## config.mk

```make
export PLATFORM = sky130hd
export DESIGN_NAME = demux1_8_deser
export DESIGN_NICKNAME = d
export VERILOG_FILES = /design/src/rtl/demux1_8_deser.sv
export SDC_FILE = /design/constraint.sdc
export NUM_CORES = 1
export LEC_CHECK = 0
export CORE_ASPECT_RATIO = 0.5
export CORE_MARGIN = 3
export CORE_UTILIZATION = 30
export DETAILED_ROUTE_END_ITERATION = 8
export PLACE_DENSITY = 0.5
export SLEW_MARGIN = 20
export SYNTH_ARGS = -nofsm -noshare
export SYNTH_HDL_FRONTEND = slang
export SYNTH_SLANG_ARGS = --single-unit
```

## constraint.sdc

```tcl
create_clock -name clk -period 1.83 [get_ports clk]
set_clock_uncertainty 0.05 [all_clocks]
set_input_delay 0.366 -clock clk [delete_from_list [all_inputs] [get_ports clk]]
set_output_delay 0.366 -clock clk [all_outputs]
set_load 0.05 [all_outputs]
```

## src/rtl/demux1_8_deser.sv

```systemverilog
// demux1_8_deser: 1:LANES time-division demultiplexer / deserializer.
// Each qualified bit is written to lane S. The word is published on O with a
// valid/ready handshake once the last lane is filled. A sticky overrun flag
// records when a completed word replaces one that was never consumed.
module demux1_8_deser #(
  parameter int LANES = 8,
  parameter int SEL_W = $clog2(LANES)
) (
  input  logic             clk,
  input  logic             rst,
  input  logic             sync,
  input  logic             in_valid,
  input  logic             in_bit,
  output logic [SEL_W-1:0] S,
  output logic [LANES-1:0] O,
  output logic             O_valid,
  input  logic             O_ready,
  output logic             overrun,
  input  logic             clr_ovr
);

  localparam logic [SEL_W-1:0] LAST = SEL_W'(LANES - 1);

  // Only lanes 0..LANES-2 need storage. The last bit goes straight into O.
  logic [SEL_W-1:0] sel_q,    sel_d;
  logic [LANES-2:0] shadow_q, shadow_d;
  logic [LANES-1:0] o_q,      o_d;
  logic             ov_q,     ov_d;
  logic             ovr_q,    ovr_d;
  logic             word_done;

  // Next-state logic: lane steering, word publication, handshake, overrun.
  always_comb begin
    sel_d     = sel_q;
    shadow_d  = shadow_q;
    o_d       = o_q;
    ov_d      = ov_q;
    ovr_d     = ovr_q;
    word_done = in_valid & ~sync & (sel_q == LAST);

    if (sync) begin
      // Realign: drop the partial word. A same-cycle bit becomes lane 0.
      shadow_d = '0;
      sel_d    = '0;
      if (in_valid) begin
        shadow_d[0] = in_bit;
        sel_d       = SEL_W'(1);
      end
    end else if (in_valid) begin
      if (sel_q != LAST) begin
        shadow_d[sel_q] = in_bit;
      end
      sel_d = sel_q + 1'b1;
    end

    // Apply the clear before the set so that a new overrun at the same edge wins.
    if (clr_ovr) begin
      ovr_d = 1'b0;
    end

    if (word_done) begin
      o_d  = {in_bit, shadow_q};
      ov_d = 1'b1;
      if (ov_q && !O_ready) begin
        ovr_d = 1'b1;
      end
    end else if (ov_q && O_ready) begin
      ov_d = 1'b0;
    end
  end

  // State registers. Reset clears every register, including the data path.
  always_ff @(posedge clk) begin
    if (rst) begin
      sel_q    <= '0;
      shadow_q <= '0;
      o_q      <= '0;
      ov_q     <= 1'b0;
      ovr_q    <= 1'b0;
    end else begin
      sel_q    <= sel_d;
      shadow_q <= shadow_d;
      o_q      <= o_d;
      ov_q     <= ov_d;
      ovr_q    <= ovr_d;
    end
  end

  assign S       = sel_q;
  assign O       = o_q;
  assign O_valid = ov_q;
  assign overrun = ovr_q;

endmodule

```

# --- Yosys cells after proc, flatten, opt, wreduce, memory -nomap -nowiden ---
# Index checks and enable logic that the tools add are counted.
classes:
  n_addsub: 1
  order_cmp: 2
  eq_ne: 2
  muxes: 15
  n_bitwise: 3
  reduce_logical: 10
ops:
  columns: ["cell", "count"]
  rows:
  - ["$mux W1", 11]
  - ["$bwmux W7", 1]
  - ["$mux W3", 2]
  - ["$reduce_bool A2 Y1", 3]
  - ["$lt A3 B4 Y1 const B", 1]
  - ["$reduce_and A2 Y1", 2]
  - ["$add A3 B1 Y3 const B", 1]
  - ["$demux W1 S3", 1]
  - ["$eq A3 B3 Y1 const B", 1]
  - ["$ge A3 B1 Y1 const B", 1]
  - ["$logic_and A1 B1 Y1", 3]
  - ["$ne A3 B3 Y1 const B", 1]
  - ["$and A1 B1 Y1", 2]
  - ["$reduce_or A2 Y1", 1]
  - ["$logic_not A1 Y1", 1]
  - ["$not A1 Y1", 1]
word_totals:
  register_bits: 20
  inputBits: 7

# --- Longest topological paths before layout ---
logic_depth:
  ltp_word: 8
  ltp_mapped: 6

# --- Worst setup path before layout ---
# No wires, ideal clock.
synth_timing:
  kind: "reg2reg"
  from: "register sel_q[1] (netlist: S[1])"
  to: "register o_q[0] (netlist: O[0])"
  setup_ps: 128
  t_arrival_ps: 1607
  t_required_ps: 1652
  slack_ps: 45
  stages_incl_launch_ff: 7
  cell_sequence: "dfxtp_1 > ha_1 > ha_1 > nand3b_1 > buf_6 > mux2i_1 > nor2_1"
synth_between:
  elab_chain_len: 2
synth_lines:
  columns: ["item", "line", "rtl"]
  rows:
  - ["start, declared", "25", "logic [SEL_W-1:0] sel_q, sel_d;"]
  - ["start signal, assigned", "81", "sel_q <= sel_d;"]
  - ["$eq A3 B3 Y1", "39", "word_done = in_valid & ~sync & (sel_q == LAST);"]
  - ["$and A1 B1 Y1", "39", null]
  - ["end signal, assigned", "77", "o_q <= '0;"]
  - ["end signal, assigned", "83", "o_q <= o_d;"]
  - ["end, declared", "27", "logic [LANES-1:0] o_q, o_d;"]
# Every way passes these cells.
# A chain may end at the register's enable or synchronous reset.

# --- Worst setup path after layout ---
layout_timing:
  from: "register sel_q[0] (netlist: S[0])"
  to: "register o_q[0] (netlist: O[0])"
# Same word-level chain as after synthesis.

==> reports/qor.csv <==
metric;value;unit
status;finished clean;
Horiz. Die Dim;80.4;um
# IOs;20;
power per cell area;829;nW/um2
FF-to-FF path depth;6;
DR pass1 iterations;2;
WP data required;1.93;ns
syn nets;92;
Placer Congestion;0.685;
unrepaired setup endpoints after global routing;false;
Post-CTS Setup Repair Bufs;0;
Max Clk Rate;663;MHz
global-route wire length before repair;2640;um
share of layout cells above drive strength 1;22.9;%
largest cells by area after synthesis;dfxtp_1 48%, mux2i_1 19%, nand2_1 4.5%;
Crit Path Max Fanout;10;
Final Util;47.6;%
Initial Utilization;34.3;%
gr usage total;10.2;%
vias after detailed routing;625;
DRC errors left;0;
synthesis warning total;0;
input/output buffers;19;
Tmin final;1.51;ns
final std cells w/o fill;144;
final hold vios;0;
DR WL/cell;11.0;um
clk sinks;20;
reg2reg setup slack;0.32;ns
Critical Path Sink;O[0];
Die ar.;3470;um2
Post-CTS Resized;0;
Tightest Pin Transition;0.366;ns
flops & latches, synth;20;
clock latency on the worst-skew pair;0.26;ns
Post-CTS Hold Buffers;0;
CTS tree;done;
Register Area;400;um2
Peak VDD IR;0.000322;V
root buf cell;clkbuf_8;
class of the worst hold path;register to register;
Max clock buf depth;2;
Leak;0.000562;uW
fin crit share;82.5;%
vias in the first global route;599;
dpl ws;0.245;ns
H-tree depth;1;
CP Data Arrival Time;1.61;ns
Via density;4.34;
total core area;2420;um2
Nets;119;
Ant. Diodes;0;
Worst slew margin;75.4;%
start of the worst register-to-register path;S[0];
hold slack final;0.415;ns
Setup CP Type;register to register;
Area Overhead vs Synth;38.6;%
number of max-cap violations;0;
Slew Viols, Final;0;
Placed Cells;140;
Post-Syn Instances;83;
CP Launch Point;S[0];
largest net degree at the start of global routing;13;
Crit Reg-Reg Endpoint;O[0];
PnR worst setup slack;0.321;ns
Starting DRT DRC Count;15;
row count;12;
Synth Cell Area;830;um2
WL final;1590;um
multi-input logic area;399;um2
clk slew on worst S/H paths;0.07;ns
Synth cell types;24;
Seq/Total Area, Yosys;48.3;%
FILL cells;234;
initial antenna violation count;0;
sum of negative setup slack;0;ns
top cell type's share of synthesized area;48.3;%
CTS Buf Count;3;
endpoints failing setup;0;
Post-Syn Area per Cell;9.99;um2
DIE HEIGHT;43.2;um
DP Wirelength;1250;um
ANT nets after route;0;
area leader, netlist;dfxtp_1;
CP endpoint kind;register;
Setup crit start kind;register;
total grt overflow;0;
critical path, cell delays in order, from the launching register on:
cell and delay (ns):
dfxtp_1 0.37, ha_1 0.22, ha_1 0.22, nand3b_1 0.15, buf_12 0.16, mux2i_1 0.18
nor2_1 0.05
synth_stat cells, drive strengths merged:
cell type / count
dfxtp: 20
mux2i: 16
nor2: 11
nand2: 10
nand3b: 3
a21oi: 2
buf: 2
ha: 2
inv: 2
nor2b: 2
nor3: 2
a211o: 1
and2b: 1
and3b: 1
clkbuf: 1
nand2b: 1
nand3: 1
nor3b: 1
nor4: 1
o211ai: 1
o22ai: 1
xnor2: 1
area by class of cell:
| cell class | count | share of cell area [%] |
|---|---|---|
| multi-input combinational | 58 | 34.7 |
| sequential | 20 | 34.8 |
| clock inverter | 1 | 2.61 |
| timing repair buffer | 25 | 19.8 |
| inverter | 2 | 0.653 |
| clock buffer | 3 | 3.59 |
| tap | 35 | 3.81 |
worst min path at each step:
stage	start	endpoint	slack, ns	depth (start not counted)
3_5_place_dp	shadow_q[3]	shadow_q[3]	0.41	2
5_1_grt	shadow_q[1]	shadow_q[1]	0.43	2
2_1_floorplan	rst	shadow_q[0]	0.39	1
4_1_cts	shadow_q[4]	shadow_q[4]	0.42	2
3_3_place_gp	shadow_q[4]	shadow_q[4]	0.41	2
6_report	shadow_q[3]	shadow_q[3]	0.42	2
cell families (layout without fill, tap and decap cells):
family                   count (synthesis)  count (layout)  share of synthesized area (%)
AO/OA/AOI/OAI                            5               5                           3.92
XOR/XNOR                                 1               1                           1.06
adder cells (fa/ha/maj)                  2               2                           3.02
buffers and inverters                    5              31                           3.62
flip-flops                              20              20                           48.3
multiplexers                            16              16                           19.3
AND/OR/NAND/NOR                         34              34                           20.8
state kept, by name, indices dropped and copies added, names as in the netlist:
| name | flops |
|---|---|
| O | 8 |
| O_valid | 1 |
| shadow_q | 7 |
| overrun | 1 |
| S | 3 |
placed cells by master, fill, tap and decap left out:
master | netlist | routed
nor3_1 | 2 | 2
nand3b_1 | 3 | 3
clkbuf_8 | 0 | 3
inv_1 | 2 | 2
and3b_1 | 1 | 1
o22ai_1 | 1 | 1
nand2b_1 | 1 | 1
bufinv_16 | 0 | 1
clkdlybuf4s50_1 | 0 | 6
buf_4 | 1 | 17
nor3b_2 | 1 | 1
nand3_1 | 1 | 1
buf_12 | 0 | 2
nor2_2 | 1 | 1
ha_1 | 2 | 2
nor4_1 | 1 | 1
mux2i_1 | 16 | 16
xnor2_1 | 1 | 1
nor2b_1 | 2 | 2
dfxtp_1 | 20 | 20
and2b_1 | 1 | 1
o211ai_1 | 1 | 1
a21oi_1 | 2 | 2
nand2_1 | 10 | 10
a211o_1 | 1 | 1
nor2_1 | 10 | 10
per-layer routing:
metal	global-route usage, %	vias to the layer above	part of all wire, %
li1	-	337	-
met1	11.3	271	47
met2	16.9	15	46
met3	4.45	2	5.4
met4	5.05	0	1.1
met5	0	-	0
power breakdown:
part	internal [uW]	switching, uW	total [uW]
combinational	34.4	35.8	70.2
clock	292	148	440
sequential	439	4.17	443
total	765	188	953
metrics by stage:
step | instance area [um2] | power [uW]
final | 1150 | 953
after global routing | 1150 | 988
after CTS | 1150 | 967
after detailed placement | 1080 | 524
after global placement | 1080 | 522
after floorplan | 830 | 489
No activity file was read; power rests on OpenSTA's default activity.
